### src/rtl/rs_pkg.sv
// Shared defaults, ratio helper and packing-FSM state type for the RS output packer.
package rs_pkg;

    localparam int SW_DEFAULT      = 8;
    localparam int DW_DEFAULT      = 32;
    localparam int PAD_SYM_DEFAULT = 0;

    typedef enum logic {
        IDLE = 1'b0,
        PACK = 1'b1
    } pack_state_t;

    function automatic int ratio_of(input int sw, input int dw);
        return dw / sw;
    endfunction

endpackage

### src/rtl/rs_out_packer_if.sv
// Symbol-in / word-out handshake bundle of the RS output packer.
// The packer sits on the slave modport; the symbol source / word sink uses master.
interface rs_out_packer_if
    import rs_pkg::*;
#(
    parameter int SW = SW_DEFAULT,
    parameter int DW = DW_DEFAULT
);
    logic [SW-1:0] sym_in;
    logic          sym_vld;
    logic          sym_sop;
    logic          sym_eop;
    logic          sym_rdy;
    logic [DW-1:0] data;
    logic          data_vld;
    logic          data_sop;
    logic          data_eop;
    logic          data_rdy;
    logic          err;

    modport master (
        output sym_in, sym_vld, sym_sop, sym_eop, data_rdy,
        input  sym_rdy, data, data_vld, data_sop, data_eop, err
    );

    modport slave (
        input  sym_in, sym_vld, sym_sop, sym_eop, data_rdy,
        output sym_rdy, data, data_vld, data_sop, data_eop, err
    );
endinterface

### src/rtl/rs_out_reg.sv
// Single-entry valid/ready output holding register carrying a packed word and its sop/eop flags.
module rs_out_reg
    import rs_pkg::*;
#(
    parameter int DW = DW_DEFAULT
) (
    input  logic          clk,
    input  logic          rst,
    input  logic          load,
    input  logic [DW-1:0] load_data,
    input  logic          load_sop,
    input  logic          load_eop,
    input  logic          data_rdy,
    output logic [DW-1:0] data,
    output logic          data_vld,
    output logic          data_sop,
    output logic          data_eop,
    output logic          ready
);
    // Space is available when empty or when the held word leaves this cycle.
    assign ready = !data_vld || data_rdy;

    always_ff @(posedge clk or posedge rst) begin
        if (rst) begin
            data     <= '0;
            data_vld <= 1'b0;
            data_sop <= 1'b0;
            data_eop <= 1'b0;
        end else if (load) begin
            data     <= load_data;
            data_vld <= 1'b1;
            data_sop <= load_sop;
            data_eop <= load_eop;
        end else if (data_rdy) begin
            data_vld <= 1'b0;
            data_sop <= 1'b0;
            data_eop <= 1'b0;
        end
    end
endmodule

### src/rtl/rs_out_packer.sv
// Packs sop/eop-framed SW-bit RS symbols into DW-bit words, first symbol in the MSBs, padding partial tails.
// Optional RS_PACK_STAT_EN adds codeword and error statistic counters.
module rs_out_packer
    import rs_pkg::*;
#(
    parameter int            SW      = SW_DEFAULT,
    parameter int            DW      = DW_DEFAULT,
    parameter logic [SW-1:0] PAD_SYM = SW'(PAD_SYM_DEFAULT)
) (
    input  logic          clk,
    input  logic          rst,
    rs_out_packer_if.slave bus
`ifdef RS_PACK_STAT_EN
    ,
    output logic [31:0]   stat_cw_cnt,
    output logic [15:0]   stat_err_cnt
`endif
);
    localparam int RATIO = ratio_of(SW, DW);
    localparam int CW    = $clog2(RATIO + 1);

    pack_state_t   state_reg, state_next;
    logic [CW-1:0] cnt_reg, cnt_next;
    logic [DW-1:0] acc_reg, acc_next;
    logic          sop_flag_reg, sop_flag_next;
    logic          err_reg, err_next;

    logic          out_ready;
    logic          out_vld;
    logic          out_sop;
    logic          out_eop;
    logic [DW-1:0] out_data;
    logic          load;

    logic          sym_accept;
    logic [CW-1:0] slot_idx;
    logic [CW-1:0] word_cnt;
    logic [DW-1:0] word_next;
    logic          word_sop;
    logic          word_done;

    assign sym_accept = bus.sym_vld && out_ready;
    // A sop always restarts at slot 0, discarding any partial word.
    assign slot_idx   = bus.sym_sop ? '0 : cnt_reg;
    assign word_cnt   = slot_idx + CW'(1);
    assign word_sop   = bus.sym_sop || sop_flag_reg;
    assign word_done  = (word_cnt == CW'(RATIO)) || bus.sym_eop;

    // Slot 0 write starts from an all-pad word so unfilled tail slots are already padded.
    genvar gi;
    generate
        for (gi = 0; gi < RATIO; gi++) begin : g_slot
            assign word_next[DW-1-gi*SW -: SW] =
                (slot_idx == CW'(gi)) ? bus.sym_in :
                (slot_idx == '0)      ? PAD_SYM    :
                                        acc_reg[DW-1-gi*SW -: SW];
        end
    endgenerate

    always_comb begin
        state_next    = state_reg;
        cnt_next      = cnt_reg;
        acc_next      = acc_reg;
        sop_flag_next = sop_flag_reg;
        err_next      = 1'b0;
        load          = 1'b0;
        if (sym_accept) begin
            if (state_reg == IDLE && !bus.sym_sop) begin
                err_next = 1'b1;
            end else begin
                err_next = (state_reg == PACK) && bus.sym_sop;
                if (word_done) begin
                    load          = 1'b1;
                    cnt_next      = '0;
                    acc_next      = '0;
                    sop_flag_next = 1'b0;
                    state_next    = bus.sym_eop ? IDLE : PACK;
                end else begin
                    cnt_next      = word_cnt;
                    acc_next      = word_next;
                    sop_flag_next = word_sop;
                    state_next    = PACK;
                end
            end
        end
    end

    always_ff @(posedge clk or posedge rst) begin
        if (rst) begin
            state_reg    <= IDLE;
            cnt_reg      <= '0;
            acc_reg      <= '0;
            sop_flag_reg <= 1'b0;
            err_reg      <= 1'b0;
        end else begin
            state_reg    <= state_next;
            cnt_reg      <= cnt_next;
            acc_reg      <= acc_next;
            sop_flag_reg <= sop_flag_next;
            err_reg      <= err_next;
        end
    end

    rs_out_reg #(.DW(DW)) u_out_reg (
        .clk       (clk),
        .rst       (rst),
        .load      (load),
        .load_data (word_next),
        .load_sop  (word_sop),
        .load_eop  (bus.sym_eop),
        .data_rdy  (bus.data_rdy),
        .data      (out_data),
        .data_vld  (out_vld),
        .data_sop  (out_sop),
        .data_eop  (out_eop),
        .ready     (out_ready)
    );

    assign bus.sym_rdy  = out_ready;
    assign bus.data     = out_data;
    assign bus.data_vld = out_vld;
    assign bus.data_sop = out_sop;
    assign bus.data_eop = out_eop;
    assign bus.err      = err_reg;

`ifdef RS_PACK_STAT_EN
    always_ff @(posedge clk or posedge rst) begin
        if (rst) begin
            stat_cw_cnt  <= '0;
            stat_err_cnt <= '0;
        end else begin
            if (out_vld && bus.data_rdy && out_eop)
                stat_cw_cnt <= stat_cw_cnt + 32'd1;
            if (err_reg)
                stat_err_cnt <= stat_err_cnt + 16'd1;
        end
    end
`endif

endmodule
### src/flat_wrapper.sv
// flat-port wrapper written by rule: the top's interface ports become plain ports
module rs_out_packer_flat import rs_pkg::*;
#(
    parameter int            SW      = SW_DEFAULT,
    parameter int            DW      = DW_DEFAULT,
    parameter logic [SW-1:0] PAD_SYM = SW'(PAD_SYM_DEFAULT)
)
  (clk, rst, bus_sym_in, bus_sym_vld, bus_sym_sop, bus_sym_eop, bus_data_rdy, bus_sym_rdy, bus_data, bus_data_vld, bus_data_sop, bus_data_eop, bus_err);
  rs_out_packer_if #(.SW(SW), .DW(DW)) bus_i ();
  input  logic clk;
  input  logic rst;
  input wire logic [$bits(bus_i.sym_in)-1:0] bus_sym_in;
  input wire logic [$bits(bus_i.sym_vld)-1:0] bus_sym_vld;
  input wire logic [$bits(bus_i.sym_sop)-1:0] bus_sym_sop;
  input wire logic [$bits(bus_i.sym_eop)-1:0] bus_sym_eop;
  input wire logic [$bits(bus_i.data_rdy)-1:0] bus_data_rdy;
  output wire logic [$bits(bus_i.sym_rdy)-1:0] bus_sym_rdy;
  output wire logic [$bits(bus_i.data)-1:0] bus_data;
  output wire logic [$bits(bus_i.data_vld)-1:0] bus_data_vld;
  output wire logic [$bits(bus_i.data_sop)-1:0] bus_data_sop;
  output wire logic [$bits(bus_i.data_eop)-1:0] bus_data_eop;
  output wire logic [$bits(bus_i.err)-1:0] bus_err;
  assign bus_i.sym_in = bus_sym_in;
  assign bus_i.sym_vld = bus_sym_vld;
  assign bus_i.sym_sop = bus_sym_sop;
  assign bus_i.sym_eop = bus_sym_eop;
  assign bus_i.data_rdy = bus_data_rdy;
  assign bus_sym_rdy = bus_i.sym_rdy;
  assign bus_data = bus_i.data;
  assign bus_data_vld = bus_i.data_vld;
  assign bus_data_sop = bus_i.data_sop;
  assign bus_data_eop = bus_i.data_eop;
  assign bus_err = bus_i.err;
  rs_out_packer #(.SW(SW), .DW(DW), .PAD_SYM(PAD_SYM)) u_core (.clk(clk), .rst(rst), .bus(bus_i));
endmodule
### config.mk
export PLATFORM = sky130hd
export DESIGN_NAME = rs_out_packer_flat
export DESIGN_NICKNAME = d
export VERILOG_FILES = /design/src/rtl/rs_pkg.sv /design/src/rtl/rs_out_packer_if.sv /design/src/rtl/rs_out_reg.sv /design/src/rtl/rs_out_packer.sv /design/src/flat_wrapper.sv
export SDC_FILE = /design/constraint.sdc
export NUM_CORES = 1
export LEC_CHECK = 0
export ABC_AREA = 1
export BUFFER_PORTS_ARGS = -buffer_cell sky130_fd_sc_hd__buf_2
export CAP_MARGIN = 30
export CORE_MARGIN = 5
export CORE_UTILIZATION = 51
export DETAILED_ROUTE_END_ITERATION = 10
export GPL_ROUTABILITY_DRIVEN = 0
export MAX_ROUTING_LAYER = met4
export PLACE_DENSITY = 0.75
export SLEW_MARGIN = 20
export SYNTH_ARGS = -nofsm -noshare
export SYNTH_HDL_FRONTEND = slang
export SYNTH_SLANG_ARGS = --single-unit
export TNS_END_PERCENT = 30
### constraint.sdc
create_clock -name clk -period 2.14 [get_ports clk]
set_clock_uncertainty 0.1 [all_clocks]
set_input_delay 0.107 -clock clk [delete_from_list [all_inputs] [get_ports clk]]
set_output_delay 0.107 -clock clk [all_outputs]
set_load 0.01 [all_outputs]
==> impl.org, run 1 <==
** Critical path
- The worst setup path is of the reg -> reg kind.
- Along the worst path, the maximum fanout reaches 33.
- Kind of cell adding the most delay to the critical path :: simple AND/OR/NAND/NOR gates
- Critical Path Most Common Cell :: nand2_1
- For the worst setup path, the data required time is around 2.3 ns.
- Worst EP arrival :: 2.06 ns
- Critical path buffer and inverter count :: 3
- Walking the worst path, the cells encountered are nand2_1 > inv_1 > ha_1 > ha_1 > nor2_4 > inv_4 > nand3_4 > inv_6 > nand2_1 > nand2_1.
- The worst setup path is captured at a flop.
- The worst setup path is launched from a flop.
- Slowest stage cell on the critical path :: dfrtp_1
- Slowest stage delay, CP :: 0.37 ns

** Final layout
- Cells with a size suffix above 1 make up 20.40% of the layout.
- Compared with the post-synthesis result, the final layout area differs by 16.05%.
- Post-layout nets :: 510
- Count of placed standard cells in the final layout, fillers left out :: 575
- The number of antenna diodes in the final layout is 0.

** CTS
- Worst-path clk slew :: ~0.07 ns
- Deepest clock path buffer count :: 2
- CTS Buf Count :: 9
- TritonCTS clock tree :: built
- Source-to-sink clock delay at the later pin of the worst-skew pair :: 0.35 ns
- The root buffer cell chosen for the clock tree is clkbuf_8.
- Counting every sink on the clock net gives 73.
- The H-tree was split into 3 levels.

** GRT
- Overflow after GRT :: 0
- The via count of the first global-routing pass was 2890.
- Maximum number of pins on one net before global-route repair :: 34
- The first global-routing pass estimated 13810 um of wire.
- Initial antenna violation count :: 0
- Global Route Usage Sum :: 20.73%

** Die
- Effective utilization at floorplan :: 51.75%
- In this run the horizontal extent of the chip is 92.57 um.
- Number of placement rows :: 30
- Floorplan core area :: 6719 sq um
- In this run the vertical extent of the chip is 92.57 um.
- The die covers between 8000 and 9000 sq um.
- In this run the count of I/O pins placed on the die edge is 51.

** Timing
- Normalized max-slew margin :: 65.51%
- After layout, the worst path uses 89.90% of the clock period.
- Final Hold Vio Count :: 0
- Final count of negative-setup-slack endpoints :: 0
- Setup repair after global routing left no endpoint under its margin.
- The final-report max-slew violation count was 0.
- Post-Route Setup TNS :: 0 ns
- Upper clock frequency limit :: a little over 500 MHz
- Post-route minimum period :: 1.924 ns
- At the pin with the least slew margin, the transition time is ~0.52 ns.

** Synthesis
- Synth area leaders :: dfrtp_1 53%, nand2_1 28%, nand3_1 5.0%
- Ys flop type :: dfrtp_1
- Post-synth design cell area :: 3477 sq um
- The number of nets in the synthesized netlist is ~450.
- Number of storage elements in the synthesis netlist :: 73
- Yosys mapped a number of flops with a built-in enable equal to 0.
- The most common cell in the synthesized netlist is nand2_1.
- The synthesized netlist contains 22 unique library cells.
- Syn avg cell area :: ~8.0 sq um
- Synthesis handed over a netlist of roughly 430 instances.
- Fraction of the yosys area taken by sequential cells :: 52.54%
- Yosys printed 0 warnings.
- Share of the synthesized area in the top cell type :: 52.54%
- Top cells by instance count after synthesis :: 263 x nand2_1, 73 x dfrtp_1, 35 x nand3_1, 10 x o21ai_2, 8 x inv_1
- Dominant cell type by area after synthesis :: dfrtp_1
- Fraction of synthesis flops using an asynchronous set or reset pin :: 100.0%

** Route
- Drt total wl :: approximately 7900 um
- Number of DRC markers after the initial detailed-route iteration :: 148
- Vias :: 2934
- Antenna-violating nets left :: 0
- First-pass iteration count of the detailed router :: 5
- Number of vias per cell :: 5.103
- After detailed routing, the number of remaining DRC violations is 0.
- After detailed routing, the average wire length per cell comes to 13.68 um.

** Placement
- Number of cells in the design after placement :: 552
- Detailed placement HPWL :: about 5500 um
- During placement, the flow inserted port buffers numbering 50.

** Job
- The tool flagged a number of max-cap violations equal to 0.

** Run status
- The run finished with clean final reports.

** Power and ir drop
- Leakage power figure :: 2.380 nW
- Power density cells :: 826.2 nW/um^2
- Maximum resistive drop on vdd :: roughly 0.40 mV

** Worst hold path
- Hold/Removal Path Class :: in -> reg
-- cell usage in the layout, fill, tap and decap left out, types with 3 or more instances in the layout --
master / Yosys / final
nand2_2: 2 / 3
buf_4: 5 / 10
o21ai_2: 10 / 10
buf_2: 5 / 50
nand3_1: 35 / 35
dfrtp_1: 73 / 73
clkbuf_8: 0 / 10
dlygate4sd3_1: 0 / 4
inv_1: 8 / 7
ha_1: 6 / 6
inv_2: 3 / 4
clkbuf_1: 0 / 3
nand2_1: 263 / 262
-- tightest hold or removal path, delay by kind of cell --
family / cells / cell delay (ns)
buffers and inverters: 1 / 0.13
and+or+nand+nor: 4 / 0.21
-- logic make-up after synthesis --
family,after synthesis,share of synthesized area (%)
AO/OA/AOI/OAI,14,3.562
adder cells (fa/ha/maj),6,2.159
flip-flops,73,52.54
AND/OR/NAND/NOR,307,36.13
buffers and inverters,32,5.613
-- worst paths after layout --
kind	end	slack [ns]	depth (start not counted)	startpoint
setup / recovery	u_core.u_out_reg.data[8]	0.22	10	u_core.cnt_reg[0]
hold / removal	u_core.u_out_reg.data[6]	0.03	5	bus_sym_in[6]
setup reg to reg	u_core.u_out_reg.data[8]	0.22	10	u_core.cnt_reg[0]
hold reg to reg	u_core.u_out_reg.data[12]	0.37	2	u_core.u_out_reg.data[12]
max in group asynchronous	u_core.u_out_reg.data[29]	1.03	4	rst
min in group asynchronous	u_core.bus.err	0.23	3	rst
-- layer usage --
layer / track usage, % / wire [um]
met2: 32.27 / 3758
met3: 2.518 / 369
met4: 10.40 / 178
met5: - / 0
met1: 26.89 / 3557
-- power breakdown --
| part | internal [mW] | total (mW) | leakage, nW | switching [mW] |
|---|---|---|---|---|
| clock | 0.568 | 1.07 | 0.0974 | 0.501 |
| sequential | 1.53 | 1.60 | 0.988 | 0.0759 |
| combinational | 0.230 | 0.663 | 1.29 | 0.433 |
| total | 2.32 | 3.33 | 2.38 | 1.01 |
-- repair_timing --
item,CTS,global route
buffers inserted,0,3
hold buffers,4,0
hold endpoints to repair,26,0
setup endpoints to repair,0,13
resized for setup,0,2
-- metrics by stage --
| stage | hold slack (ns) | instance area, sq um | util (%) | setup WS (ns) | power, mW |
|---|---|---|---|---|---|
| 4_1_cts | 0.01579 | 4008 | 59.65 | 0.09813 | 3.350 |
| 6_report | 0.02640 | 4035 | 60.06 | 0.2161 | 3.334 |
| 5_1_grt | 0.06217 | 4035 | 60.06 | 0.05119 | 3.505 |
| 3_3_place_gp | 0.06977 | 3779 | 56.24 | 0.1902 | 2.258 |
| 2_1_floorplan | 0.1427 | 3477 | - | 0.07973 | 2.062 |
| 3_5_place_dp | 0.07886 | 3779 | 56.24 | 0.1169 | 2.279 |
-- area by class of cell --
type / instances / area (sq um)
Sequential cell: 73 / 1827
Inverter: 13 / 56.30
Fill cell: 598 / 2684
Multi-Input combinational cell: 327 / 1458
Tap cell: 80 / 100.1
Timing Repair Buffer: 66 / 405.4
Clock buffer: 13 / 148.9
Clock inverter: 3 / 40.04
No activity file was read; power rests on OpenSTA's default activity.
==> inputs of run 2 (changes only) <==
ABC_AREA = 0   (was 1)
CORE_UTILIZATION = 55   (was 51)
PLACE_DENSITY = 0.77   (was 0.75)
SYNTH_HIERARCHICAL = 1   (was unset)
clock period = 2 ns   (was 2.14 ns; I/O delays follow)
==> run 2 against run 1 <==
Net effect:
- utilization is 5.6 points higher
- synthesized cell count is 25% lower
- routed wire length is 15% higher
- sequential share of layout area is 3.9 points lower
- count of clock-buffer cells in the layout is 2 lower
- die area is 0.15% higher
- area after synthesis is 8.0% higher
- worst setup slack worse by 0.20 ns
- sequential cell count stayed put
- highest routed layer unchanged
==> impl.org, run 2 <==
** Critical path
- Critical path buffer and inverter count :: 1 (-2)
- The worst path required time came to 2.13 ns (-0.15 ns).
- Grouping stages by cell kind, the critical path spends the most delay in simple AND/OR/NAND/NOR gates.
- The maximum fanout encountered on the critical timing path is 9 (-73%).
- Slowest stage delay, CP :: 0.39 ns (+0.02 ns)
- Type of the worst setup path :: reg -> reg
- Worst reg-to-reg setup slack :: 0.01 ns (-0.20 ns)
- The worst setup path is captured at a flop.
- Slowest stage cell on the critical path :: dfrtp_1
- Sort of element at the start of the critical path :: flop
- Worst EP arrival :: 2.11 ns (+0.05 ns)
- Crit path cell chain :: nand2_2 > inv_1 > ha_2 > ha_4 > or2_4 > and2_2 > mux2_4

** Die
- Die outline area :: 8582 sq um (+0.15%)
- Floorplan core area :: 6719 sq um (unchanged)
- Number of placement rows :: 30 (unchanged)
- Effective utilization at floorplan :: 55.90% (+4.2 points)
- The top-level port count is 51 (unchanged).
- The horizontal die dimension came to 92.64 um (about the same).
- The vertical extent of the die was 92.64 um (about the same).

** Timing
- The setup violation total in the final timing report is 0 (unchanged).
- Post-Route Setup TNS :: 0 ns (unchanged)
- Slew of the pin with the lowest slew margin :: 0.4968 ns (-0.01974 ns)
- Setup repair after global routing missed its margin :: true
- Upper clock frequency limit :: 503.4 MHz (-3.2%)
- Hold Worst Slack :: 0.01523 ns (-0.01117 ns)
- Min setup slack post-route :: 0.01346 ns (-0.2026 ns)
- Normalized max-slew margin :: 66.88% (+1.4 points)
- The minimum clock period was 1.987 ns (+0.06260 ns).
- The final worst-path cycle share is 99.33% (+9.4 points).
- The final-report max-slew violation count is 0 (unchanged).
- Final Hold Vio Count :: 0 (unchanged)

** Route
- Number of DRC markers after the initial detailed-route iteration :: 267 (+80%)
- Avg WL per Cell :: 19.29 um (+41%)
- The number of iterations in the first detailed-routing pass came to 5 (unchanged).
- Drt total wl :: 9066 um (+15%)
- DRC Markers :: 0 (unchanged)
- Vias :: 2848 (-2.9%)
- Antenna-violating nets left :: 0 (unchanged)
- The routed via count divided by cell count was 6.060 (+19%).

** Synthesis
- The parity-gate share of the synthesized area counting xor and xnor cells was 0% (unchanged).
- The number of synthesized register bits came to 73 (unchanged).
- Syn avg cell area :: 11.63 sq um (+44%)
- Fraction of the yosys area taken by sequential cells :: 48.63% (-3.9 points)
- Number of synthesized flops with an enable pin :: 0 (unchanged)
- The adder and majority cell fraction of the synthesized area was 1.666% (-0.49 points).
- The fraction of synthesized area in multiplexers was 14.79% (+15 points).
- The post-synthesis compound-gate area fraction came to 12.86% (+9.3 points).
- The count of unique library cells instantiated by Yosys is 39 (+77%).
- Fraction of synthesis flops using an asynchronous set or reset pin :: 100.0% (unchanged)
- By area, the combinational part of the netlist is dominated by simple AND/OR/NAND/NOR gates.
- Area fraction in and, or, nand and nor cells after synthesis :: 16.19% (-20 points)
- Synth area leaders :: dfrtp_1 49%, mux2_4 11%, a22o_1 4.2%
- Share of the synthesized area in the top cell type :: 48.63% (-3.9 points)
- In the post-synthesis netlist, the cell with the most instances is dfrtp_1.
- Net Count, Synth :: 342 (-24%)
- Top cells by instance count after synthesis :: 73 x dfrtp_1, 31 x nand2_1, 28 x mux2_4, 24 x nand3_1, 18 x a22o_1
- Ys flop type :: dfrtp_1
- The post-synthesis instance area was 3756 sq um (+8.0%).
- Dominant cell type by area after synthesis :: dfrtp_1
- YS warnings :: 6 (+6)
- Syn Inst Count :: 323 (-25%)

** CTS
- The number of setup buffers added after CTS came to 0 (unchanged).
- TritonCTS clock tree :: built
- Clk root buf :: clkbuf_8
- The clock insertion delay at the later pin of the skew report was 0.34 ns (about the same).
- The clock edge transition at the registers on the reported setup and hold paths is 0.08 ns (about the same).
- CTS Buf Count :: 9 (unchanged)
- Deepest clock path buffer count :: 2 (unchanged)
- The number of clock sinks came to 73 (unchanged).
- The number of H-tree levels was 3 (unchanged).

** Final layout
- Compared with the post-synthesis result, the final layout area differs by 17.52%.
- The share of layout cells above drive strength 1 is 39.74% (+19 points).
- Antenna cell count :: 0 (unchanged)
- The number of fillers in the final layout was 480 (-20%).
- Post-layout util :: 65.70% (+5.6 points)
- Commonest non-fill, non-tap cells in the layout :: 73 x dfrtp_1, 50 x buf_2, 29 x nand2_1
- Commonest non-fill, non-tap cell in the layout :: dfrtp_1
- Post-layout nets :: 405 (-21%)
- Count of placed standard cells in the final layout, fillers left out :: 470 (-18%)
- Area used by multi-input combinational logic :: 1782 sq um (+22%)
- The storage element area came to 1827 sq um (unchanged).

** Run status
- The run finished with clean final reports.

** Power and ir drop
- Power density cells :: 891.8 nW/um^2 (+7.9%)
- The leakage power total came to 2.197 nW (-7.7%).
- The internal power of the cells was 2.719 mW (+17%).
- Net switching share of the total power :: 30.93% (+0.63 points)
- The maximum vdd ir drop was 0.4220 mV (+6.1%).
- Net Switching :: 1.218 mW (+21%)
- The sequential power share was 45.5% (-2.5 points).
- Clk network pwr share :: 27.1% (-5.0 points)
- The relative contribution of combinational cells to total power was 27.4% (+7.5 points).

** Placement
- Number of cells in the design after placement :: 447 (-19%)
- The placed wire-length estimate after detailed placement is 5521 um (+0.63%).
- The setup slack after placement was -0.1909 ns (-0.3079 ns).
- The quantity of I/O buffers inserted on ports was 50 (unchanged).

** GRT
- The via count of the first global-routing pass came to 2847 (-1.5%).
- The global-route usage over all layers came to 22.00% (+1.3 points).
- The number of antenna violations at the first check in global routing was 0 (unchanged).
- Wire length of the first global-routing pass :: 14390 um (+4.2%)
- Overflow after GRT :: 0 (unchanged)
- Maximum number of pins on one net before global-route repair :: 39 (+15%)

** Worst hold path
- The worst hold path belongs to the class in -> reg.

** Job
- Max-cap violations :: 0 (unchanged)
==> run 2: cell types whose count changed after synthesis, sizes merged, moves of 14 or more <==
cell	delta
nand4	+16
o211ai	+16
mux2	+40
clkbuf	+14
a22o	+18
nand2	-236
==> run 2: cell type report <==
cell class	instances	area share, %
flip-flops and latches	73	41.38
multi-input cells	218	40.36
repair buffers	78	11.42
clock buffers	11	3.430
well taps	80	2.268
clock inverters	4	0.6236
inverters	6	0.5102
==> run 2: routing by layer <==
layer	global-route usage (%)	share of wire, %
met1	28.29	43
met5	-	0
met4	8.791	2.1
met2	34.50	49
met3	4.305	6.1
==> run 2: power groups by stage <==
stage | logic (mW) | clock network [mW] | registers [mW]
after floorplan | 0.673 | 0 | 1.86
after global placement | 1.02 | 0 | 1.81
after detailed placement | 1.04 | 0 | 1.81
after CTS | 1.06 | 1.08 | 1.79
after global routing | 1.15 | 1.16 | 1.81
final | 1.08 | 1.07 | 1.79
==> run 2: what timing repair did <==
action,in CTS,in global routing
hold buffers,5,1
pin swaps,0,1
endpoints found under the setup margin,34,52
gates resized for setup,3,10
endpoints found under the hold margin,78,1
cloned,1,1
==> run 2: worst reg2reg max path, stage by stage, from the launching register on <==
cell	delay [ns]
dfrtp_1	0.39
nand2_2	0.07
inv_1	0.07
ha_2	0.20
ha_4	0.15
or2_4	0.25
and2_2	0.30
mux2_4	0.34
==> run 2: final timing paths <==
check | startpoint | to | depth (start not counted)
max in group asynchronous | rst | u_core/acc_reg[11] | 4
min in group asynchronous | rst | u_core/u_out_reg/data[8] | 4
max reg2reg | u_core/cnt_reg[0] | u_core/u_out_reg/data[22] | 7
max | u_core/cnt_reg[0] | u_core/u_out_reg/data[22] | 7
min | bus_sym_in[5] | u_core/acc_reg[29] | 2
min reg2reg | u_core/acc_reg[4] | u_core/acc_reg[4] | 1
==> run 2: stage by stage <==
step                area (sq um)  total power, mW
global route                4414            4.127
global placement            4116            2.828
detailed placement          4116            2.848
finish                      4414            3.936
CTS                         4359            3.925
floorplan                   3810            2.535
==> run 2: cells by family after synthesis <==
group | Yosys count
adders and majority gates | 5
buffers and inverters | 34
DFF | 73
and+or+nand+nor | 111
muxes | 40
AOI/OAI and AO/OA | 60
